===== src/rtl/bin2bcd_seq_pkg.sv =====
// Shared constants and types for the sequential binary-to-BCD converter.
package bin2bcd_seq_pkg;

   localparam int BCD_DIGITS = 5;
   localparam int DIGIT_W    = 4;
   localparam int BCD_W      = BCD_DIGITS * DIGIT_W;

   typedef enum logic [0:0] {
      ST_IDLE    = 1'b0,
      ST_CONVERT = 1'b1
   } state_t;

endpackage


===== src/rtl/bin2bcd_seq_if.sv =====
// Binary value in, four BCD digits plus status out.
interface bin2bcd_seq_if #(
   parameter int WIDTH = 16
);
   logic [WIDTH-1:0] binary;
   logic [3:0]       thousands;
   logic [3:0]       hundreds;
   logic [3:0]       tens;
   logic [3:0]       ones;
   logic             overflow;
   logic             busy;
   logic             done;

   // Producer of the binary value, consumer of the digits.
   modport master (
      output binary,
      input  thousands, hundreds, tens, ones, overflow, busy, done
   );

   // The converter itself.
   modport slave (
      input  binary,
      output thousands, hundreds, tens, ones, overflow, busy, done
   );
endinterface


===== src/rtl/bin2bcd_seq_bcd_add3.sv =====
// Double-dabble digit corrector: a digit of 5 or more gets 3 added before the
// shift so that it carries correctly into the next decade.
module bcd_add3
   import bin2bcd_seq_pkg::*;
(
   input  logic [DIGIT_W-1:0] d,
   output logic [DIGIT_W-1:0] q
);

   // Correct digits >= 5; smaller digits pass through.
   always_comb begin
      q = d;
      if (d >= 4'd5) q = d + 4'd3;
   end

endmodule


===== src/rtl/bin2bcd_seq.sv =====
// Sequential double-dabble converter. Reconverts whenever the binary input
// differs from the last value accepted; digits only change as a full set.
module bin2bcd_seq
   import bin2bcd_seq_pkg::*;
#(
   parameter int WIDTH = 16
) (
   input  logic          clk,
   input  logic          reset,
   bin2bcd_seq_if.slave  bus
);

   state_t                              state_q, state_d;
   logic [WIDTH-1:0]                    last_q, last_d;
   logic [WIDTH-1:0]                    sh_q, sh_d;
   logic [BCD_W-1:0]                    bcd_q, bcd_d;
   logic [4:0]                          cnt_q, cnt_d;
   logic [DIGIT_W-1:0]                  thousands_q, thousands_d;
   logic [DIGIT_W-1:0]                  hundreds_q, hundreds_d;
   logic [DIGIT_W-1:0]                  tens_q, tens_d;
   logic [DIGIT_W-1:0]                  ones_q, ones_d;
   logic                                overflow_q, overflow_d;
   logic                                busy_q, busy_d;
   logic                                done_q, done_d;

   logic [BCD_DIGITS-1:0][DIGIT_W-1:0]  bcd_adj;
   logic [BCD_W-1:0]                    bcd_shift;

   // One corrector per BCD digit of the accumulator.
   for (genvar g = 0; g < BCD_DIGITS; g++) begin : g_add3
      bcd_add3 u_add3 (
         .d (bcd_q[g*DIGIT_W +: DIGIT_W]),
         .q (bcd_adj[g])
      );
   end

   // Accumulator after this edge's correct-and-shift step.
   assign bcd_shift = {bcd_adj[BCD_DIGITS-1:0]} << 1 | BCD_W'(sh_q[WIDTH-1]);

   // Next-state: capture on change in IDLE, shift/add-3 in CONVERT, publish
   // the complete result on the final shift.
   always_comb begin
      state_d     = state_q;
      last_d      = last_q;
      sh_d        = sh_q;
      bcd_d       = bcd_q;
      cnt_d       = cnt_q;
      thousands_d = thousands_q;
      hundreds_d  = hundreds_q;
      tens_d      = tens_q;
      ones_d      = ones_q;
      overflow_d  = overflow_q;
      busy_d      = busy_q;
      done_d      = 1'b0;
      case (state_q)
         ST_IDLE: begin
            if (bus.binary != last_q) begin
               sh_d    = bus.binary;
               last_d  = bus.binary;
               bcd_d   = '0;
               cnt_d   = 5'(WIDTH);
               busy_d  = 1'b1;
               state_d = ST_CONVERT;
            end
         end
         ST_CONVERT: begin
            bcd_d = bcd_shift;
            sh_d  = sh_q << 1;
            cnt_d = cnt_q - 5'd1;
            if (cnt_q == 5'd1) begin
               thousands_d = bcd_shift[15:12];
               hundreds_d  = bcd_shift[11:8];
               tens_d      = bcd_shift[7:4];
               ones_d      = bcd_shift[3:0];
               overflow_d  = (bcd_shift[19:16] != 4'd0);
               done_d      = 1'b1;
               busy_d      = 1'b0;
               state_d     = ST_IDLE;
            end
         end
         default: state_d = ST_IDLE;
      endcase
   end

   // All state and registered outputs; reset discards any partial result.
   always_ff @(posedge clk or posedge reset) begin
      if (reset) begin
         state_q     <= ST_IDLE;
         last_q      <= '0;
         sh_q        <= '0;
         bcd_q       <= '0;
         cnt_q       <= '0;
         thousands_q <= '0;
         hundreds_q  <= '0;
         tens_q      <= '0;
         ones_q      <= '0;
         overflow_q  <= 1'b0;
         busy_q      <= 1'b0;
         done_q      <= 1'b0;
      end else begin
         state_q     <= state_d;
         last_q      <= last_d;
         sh_q        <= sh_d;
         bcd_q       <= bcd_d;
         cnt_q       <= cnt_d;
         thousands_q <= thousands_d;
         hundreds_q  <= hundreds_d;
         tens_q      <= tens_d;
         ones_q      <= ones_d;
         overflow_q  <= overflow_d;
         busy_q      <= busy_d;
         done_q      <= done_d;
      end
   end

   assign bus.thousands = thousands_q;
   assign bus.hundreds  = hundreds_q;
   assign bus.tens      = tens_q;
   assign bus.ones      = ones_q;
   assign bus.overflow  = overflow_q;
   assign bus.busy      = busy_q;
   assign bus.done      = done_q;

endmodule


===== src/flat_wrapper.sv =====
// flat-port wrapper written by rule: the top's interface ports become plain ports
module bin2bcd_seq_flat import bin2bcd_seq_pkg::*;
#(
   parameter int WIDTH = 16
)
  (clk, reset, bus_binary, bus_thousands, bus_hundreds, bus_tens, bus_ones, bus_overflow, bus_busy, bus_done);
  bin2bcd_seq_if #(.WIDTH(WIDTH)) bus_i ();
  input  logic clk;
  input  logic reset;
  input wire logic [$bits(bus_i.binary)-1:0] bus_binary;
  output wire logic [$bits(bus_i.thousands)-1:0] bus_thousands;
  output wire logic [$bits(bus_i.hundreds)-1:0] bus_hundreds;
  output wire logic [$bits(bus_i.tens)-1:0] bus_tens;
  output wire logic [$bits(bus_i.ones)-1:0] bus_ones;
  output wire logic [$bits(bus_i.overflow)-1:0] bus_overflow;
  output wire logic [$bits(bus_i.busy)-1:0] bus_busy;
  output wire logic [$bits(bus_i.done)-1:0] bus_done;
  assign bus_i.binary = bus_binary;
  assign bus_thousands = bus_i.thousands;
  assign bus_hundreds = bus_i.hundreds;
  assign bus_tens = bus_i.tens;
  assign bus_ones = bus_i.ones;
  assign bus_overflow = bus_i.overflow;
  assign bus_busy = bus_i.busy;
  assign bus_done = bus_i.done;
  bin2bcd_seq #(.WIDTH(WIDTH)) u_core (.clk(clk), .reset(reset), .bus(bus_i));
endmodule

===== config.mk =====
export PLATFORM = sky130hd
export DESIGN_NAME = bin2bcd_seq_flat
export DESIGN_NICKNAME = d
export VERILOG_FILES = /design/src/rtl/bin2bcd_seq_pkg.sv /design/src/rtl/bin2bcd_seq_if.sv /design/src/rtl/bin2bcd_seq_bcd_add3.sv /design/src/rtl/bin2bcd_seq.sv /design/src/flat_wrapper.sv
export SDC_FILE = /design/constraint.sdc
export NUM_CORES = 1
export LEC_CHECK = 0
export CORE_ASPECT_RATIO = 1.1
export CORE_MARGIN = 4
export CORE_UTILIZATION = 40
export DETAILED_ROUTE_END_ITERATION = 10
export SLEW_MARGIN = 20
export SYNTH_ARGS = -nofsm -noshare
export SYNTH_HDL_FRONTEND = slang
export SYNTH_SLANG_ARGS = --single-unit

===== constraint.sdc =====
create_clock -name clk -period 2.2 [get_ports clk]
set_input_delay 0.22 -clock clk [delete_from_list [all_inputs] [get_ports clk]]
set_output_delay 0.22 -clock clk [all_outputs]
set_load 0.1 [all_outputs]

==> results.md <==
* Status: complete, no violations
* Worst flop-to-flop path endpoint: u_core.bcd_q[0]
* Grt ovf at 0
* Fillers at 877
* Worst-skew pair later-pin latency at 0.35 ns
* Leak Pwr at 0.00213 uW
* Final Worst Setup Slack at 0.285 ns
* Hold Path Class: in -> async
* Post-synth ARST share at 1.00
* Final slew viol count at 0
* Synthesized instance count at 348
* Comb power frac at 0.492
* Max Clock Freq at 522 MHz
* DR WL/cell at 14.0 um
* I/O pin total at 37
* Netlist cell types at 34
* Switching portion of total power at 0.449
* Avg Inst Size Synth at 11.0 um^2
* Layout overhead on the synthesized area at 21.1%
* ANT cells at 0
* Period utilization at 0.870
* Worst-Margin Slew at 0.497 ns
* # rows at 37
* Initial antenna violation count at 0
* Nets at 432
* CTS Buf Count at 9
* Post-synthesis sequential area ratio at 0.502
* # DRC at 0
* CTS Sinks at 77
* Htree depth at 3
* Worst reg2reg startpoint: u_core.last_q[13]
* Minimum clock period at 1.91 ns
* Critical path required time at 2.46 ns
* Setup-failing EPs final at 0
* Antenna viol nets, final at 0
* Final Hold Vio Count at 0
* Clock Tree Root: clkbuf_8
* Starting density of the core at 0.410
* # resized after CTS at 0
* Die area at 11,200 um^2
* Crit path DAT at 2.18 ns
* Peak VDD IR at 0.000692 V
* Number of global-route vias before repair at 2,626
* Layout cells sized above 1 at 0.211
* GPL Wtd Cong at 0.735
* Predominant post-synthesis flop cell: dfrtp_1
* CP max FO at 14
* Commonest cells after routing, fill and taps aside: dfrtp_1 (76), nand2_1 (56), o21ai_0 (40)
* Final core occ at 0.497
* Reg power frac at 0.352
* Die Y at 111 um
* Max clock buf depth at 2
* Port Buffer Count at 36
* Worst setup EP type: flop
* DRT iter0 DRCs at 55
* Cell Pwr Density at 1560 nW/um^2
* Die Span X at 101 um
* Worst slew margin at 0.668
* Reg2Reg Setup Slack at 0.29 ns
* Post-DP HPWL at 5150 um
* CTS clk-pin slew, worst paths at 0.08 ns
* Reg2Reg Depth at 7
* Cts hold-fix bufs at 0
* Setup tns final at 0 ns
* Synthesized flop and latch total at 77
* Ys Warns at 0
* Syn Std Cell Area at 3840 um^2
* Clock share of power at 0.156
* EDFF count, synth at 0
* Dpl ws at -0.00854 ns
* First-pass GRT wire length at 12,800 um
* Overall power at 7270 uW
* Post-CTS Setup Bufs at 0
* Most common cell after layout, fill and taps aside: dfrtp_1
* Final WL at 7320 um
* CTS tree: done
* Switch Pwr at 3270 uW
* Int Pwr at 4000 uW
* Final clock skew at 0.00510 ns
* Syn_nets at 378
* Setup CP Type: reg -> reg
* Pin count of the biggest net entering global routing at 76
* Vias at 2,606
* Vias per Instance at 4.97
* Core area at 9350 um^2
* CP Launch Type: flop
* Total track usage at 0.143
* Detailed Routing Iterations Pass 1 at 4
* Max Cap Viol at 0
* RSZ-0062 raised after global routing: no
Yosys cell counts, types with 2 or more instances:
cell | number | area share
nor4bb_1 | 5 | 0.013
nor3b_1 | 10 | 0.020
xnor2_1 | 21 | 0.048
dfrtp_1 | 77 | 0.50
clkbuf_1 | 8 | 0.0078
buf_4 | 2 | 0.0039
mux2_4 | 9 | 0.035
a211o_1 | 4 | 0.0091
buf_2 | 2 | 0.0026
mux2_2 | 16 | 0.047
nand2b_1 | 5 | 0.0082
nor2_1 | 3 | 0.0029
nand2_1 | 56 | 0.055
buf_8 | 2 | 0.0078
a21oi_1 | 14 | 0.018
o21ai_0 | 40 | 0.052
nand4_1 | 4 | 0.0065
and3_1 | 4 | 0.0065
ha_1 | 12 | 0.039
inv_1 | 14 | 0.014
mux2i_1 | 27 | 0.070
how the worst max path moves through the flow:
| stage | from | to | slack, ns | depth (start not counted) |
|---|---|---|---|---|
| after floorplan | reset | u_core.bcd_q[0] | 0.01 | 1 |
| after CTS | u_core.last_q[12] | u_core.bcd_q[0] | 0.27 | 7 |
| final | u_core.last_q[13] | u_core.bcd_q[0] | 0.29 | 7 |
| after global placement | bus_binary[11] | u_core.last_q[3] | 0.02 | 7 |
| after detailed placement | bus_binary[11] | u_core.bcd_q[0] | -0.009 | 8 |
| after global routing | u_core.last_q[13] | u_core.bcd_q[6] | 0.11 | 7 |
layout make-up:
cell class	instances	area [um^2]	share of cell area
multi-input cells	242	1770	0.381
clock inverters	4	45.0	0.00969
inverters	14	52.6	0.0113
well taps	117	146	0.0315
repair buffers	58	541	0.116
flip-flops and latches	77	1930	0.415
clock buffers	12	165	0.0355
sequential cells by signal (all words and copies together), names as in the netlist, 4 cells and up:
signal                flops
u_core.last_q            16
u_core.bus.ones           4
u_core.bus.hundreds       4
u_core.bus.tens           4
u_core.bcd_q             20
u_core.bus.thousands      4
u_core.cnt_q              5
u_core.sh_q              16
critical path, stage by stage, from the launching register on:
cell     delay, ns
dfrtp_1       0.40
xnor2_1       0.25
nand4_1       0.18
nor4_4        0.31
buf_4         0.29
buf_4         0.18
nand2_1       0.05
o21ai_0       0.15
power by group through the flow:
stage,sequential (uW),clock (uW),combinational [uW]
2_1_floorplan,3610,0,1770
3_3_place_gp,2570,0,3530
3_5_place_dp,2590,0,3600
4_1_cts,2570,1170,3610
5_1_grt,2670,1240,3890
6_report,2560,1130,3580
metal layers:
layer / track usage / vias to the layer above / routed length [um]
li1: - / 1302 / -
met1: 0.205 / 1252 / 3570
met2: 0.209 / 43 / 3360
met3: 0.0252 / 9 / 261
met4: 0.0638 / 0 / 123
met5: 0 / - / 0
logic make-up after synthesis:
family	Yosys count	share of synthesized area
DFF	77	0.502
adders and majority gates	12	0.0391
xor gates and xnor gates	22	0.0502
AOI/OAI and AO/OA	61	0.0861
buffers and inverters	29	0.0388
and+or+nand+nor	95	0.131
muxes	52	0.153
through the flow:
| stage | std cells | hold WS (ns) | cell area (um^2) |
|---|---|---|---|
| after floorplan | 348 | 0.368 | 3840 |
| after global placement | 508 | 0.461 | 4440 |
| after detailed placement | 508 | 0.465 | 4440 |
| after CTS | 524 | 0.214 | 4650 |
| after global routing | 524 | 0.251 | 4650 |
| final | 524 | 0.216 | 4650 |
(Power assumes the default switching activity.)
==> variant (same settings) <==
Make the reset (`reset`) synchronous in one clocked block.
--- a/src/rtl/bin2bcd_seq.sv
+++ b/src/rtl/bin2bcd_seq.sv
@@ -83,7 +83,7 @@
    end
 
    // All state and registered outputs; reset discards any partial result.
-   always_ff @(posedge clk or posedge reset) begin
+   always_ff @(posedge clk) begin
       if (reset) begin
          state_q     <= ST_IDLE;
          last_q      <= '0;
Function: differs if reset is asserted again (counterexample within 4 cycles, from zero or initial values and one cycle with reset high); with reset held inactive, the same outputs for 10 cycles.
==> variant against the original RTL <==
Via count grew 16%; design area is 9.1% lower; wire length increased by 6.4%; area after synthesis fell by 6.8%; synthesized cell count grew 27%; largest cell class is now multi-input gates; worst setup slack lost 0.084 ns; global-route usage is 1.1 points higher; sequential cell count did not move.
Power is not compared: it rests on default switching activity, and its combinational part moved more than twofold at a synthesized area within 25%.
==> variant: results (changes against the original RTL) <==
R2R depth: 4 (-3)
# port buffers: 36 (unchanged)
initial antenna violation count: 0 (unchanged)
Placed Instances: 575 (+13%)
Crit Path Max Fanout: 18 (+4)
Commonest cells post-synth: nand2_1, dfxtp_1, nand3_1
clock-pin slew on the worst setup and hold paths: 0.09 ns
synthesized netlist cell count: 441 (+27%)
Seq/Total Area, Yosys: 43.09% (-7.1 points)
post-synthesis cell type count: 33 (-2.9%)
status: completed
Worst Path Arrival: 2.20 ns (+0.02 ns)
worst r2r src: u_core.state_q
CP max stage cell: or4b_1
largest registers: u_core.bcd_q (20), u_core.last_q (16), u_core.sh_q (16)
n_diodes: 0 (unchanged)
first-pass GRT wire length: 13,540 µm (+5.7%)
min-delay src: reset
Post-CTS Setup Bufs: 0 (unchanged)
Worst R2R End: u_core.bus.busy
root buf cell: clkbuf_8
main flop type after synthesis: dfxtp_1
Worst-Skew Late Latency: 0.34 ns
H-Tree Level Count: 3 (unchanged)
fillers: 833 (-5.0%)
leading post-synthesis cells by cell area: dfxtp_1, nand2_1, nand3_1, a21oi_1, nand2b_1
layout cells sized above 1: 11.67% (-9.5 points)
Tot GR Track Use: 15.35% (+1.1 points)
Final GP Congestion: 0.8367 (+14%)
post-DP HPWL: 5509 µm (+7.0%)
Via Count: 3,029 (+16%)
Layout Skew: 0.01291 ns (+0.007805 ns)
Worst path max stage delay: 0.84 ns (+0.44 ns)
Via density: 5.125 (+3.1%)
final hold slack: 0.3716 ns (+0.1557 ns)
Post-Synthesis Net Count: 471 (+25%)
Final #Nets: 505 (+17%)
Num CTS Buffers: 9 (unchanged)
Hold Path Sink: u_core.sh_q[4]
Slew @ Worst Pin: 0.7119 ns (+0.2145 ns)
Async SR Flop Fraction: 0% (-100 points)
FF-to-FF setup slack: 0.20 ns (-0.08 ns)
clock buffer depth: 2 (unchanged)
drt initial violations: 81 (+47%)
largest net degree at the start of global routing: 65 (-14%)
Warnings, synthesis: 0 (unchanged)
setup TNS: 0 ns (unchanged)
DP Worst Slack: 0.07335 ns (+0.08188 ns)
routed len/inst: 13.17 µm (-5.7%)
min-delay worst type: in -> reg
-- variant: cell types whose count changed in the layout (fill, tap and decap cells not counted), sizes merged, moves of 14 or more --
cell,delta
dfrtp,-77
dfxtp,+77
nand3,+65
a21oi,+33
nand2,+32
mux2,-25
mux2i,-21
nand2b,+21
xnor2,-16
xor2,+15
o21ai,-14
-- variant: stage by stage --
| stage | area [µm²] | util, % | total power, mW |
|---|---|---|---|
| after CTS | 4225 | 49.48 | 2.951 |
| final | 4225 | 49.48 | 2.917 |
| after global routing | 4225 | 49.48 | 3.051 |
| after global placement | 4005 | 46.90 | 1.783 |
| after floorplan | 3577 | - | 1.690 |
| after detailed placement | 4010 | 46.96 | 1.790 |
-- variant: worst max path at each step --
stage | startpoint | endpoint | slack [ns]
after global placement | bus_binary[9] | u_core.sh_q[0] | 0.11
after CTS | u_core.state_q | u_core.bus.busy | 0.17
final | u_core.state_q | u_core.bus.busy | 0.20
after detailed placement | bus_binary[0] | u_core.sh_q[0] | 0.07
after floorplan | u_core.cnt_q[2] | u_core.bus.busy | 0.59
after global routing | u_core.state_q | u_core.bus.busy | 0.06
-- variant: worst register-to-register path, cell delays in order (launching register included) --
cell and delay, ns:
dfxtp_1 0.56, nand2b_2 0.16, or4b_1 0.84, a21oi_1 0.25, nor2_1 0.05
-- variant: area by class of cell --
cell class                 count  area share, %
multi-input combinational    326          44.27
sequential                    77          36.48
timing repair buffer          48          9.713
tap                          111          3.287
clock buffer                  11          3.109
clock inverter                 5          1.984
inverter                      13          1.155
-- variant: where the power goes --
part,internal [mW],total (mW),leakage [nW],switching (mW)
Clock,0.644,1.16,0.100,0.517
Sequential,1.44,1.48,0.629,0.0359
Combinational,0.105,0.276,0.896,0.171
Total,2.19,2.92,1.62,0.724
-- variant: logic make-up after synthesis --
logic type | count (synthesis) | synth area share (%)
XOR/XNOR | 21 | 5.141
flip-flops | 77 | 43.09
multiplexers | 6 | 1.679
buffers and inverters | 38 | 4.827
AO/OA/AOI/OAI | 76 | 11.09
AND/OR/NAND/NOR | 211 | 29.98
adder cells (fa/ha/maj) | 12 | 4.197
-- variant: layer usage --
| layer | GRT usage (%) | share of wire (%) | wire, µm | up-vias |
|---|---|---|---|---|
| met1 | 18.71 | 46 | 3552 | 1416 |
| met3 | 2.993 | 3.4 | 261 | 8 |
| met4 | 4.390 | 0.89 | 69 | 0 |
| met2 | 27.43 | 50 | 3900 | 48 |
| li1 | - | - | - | 1557 |
| met5 | 0 | 0 | 0 | - |
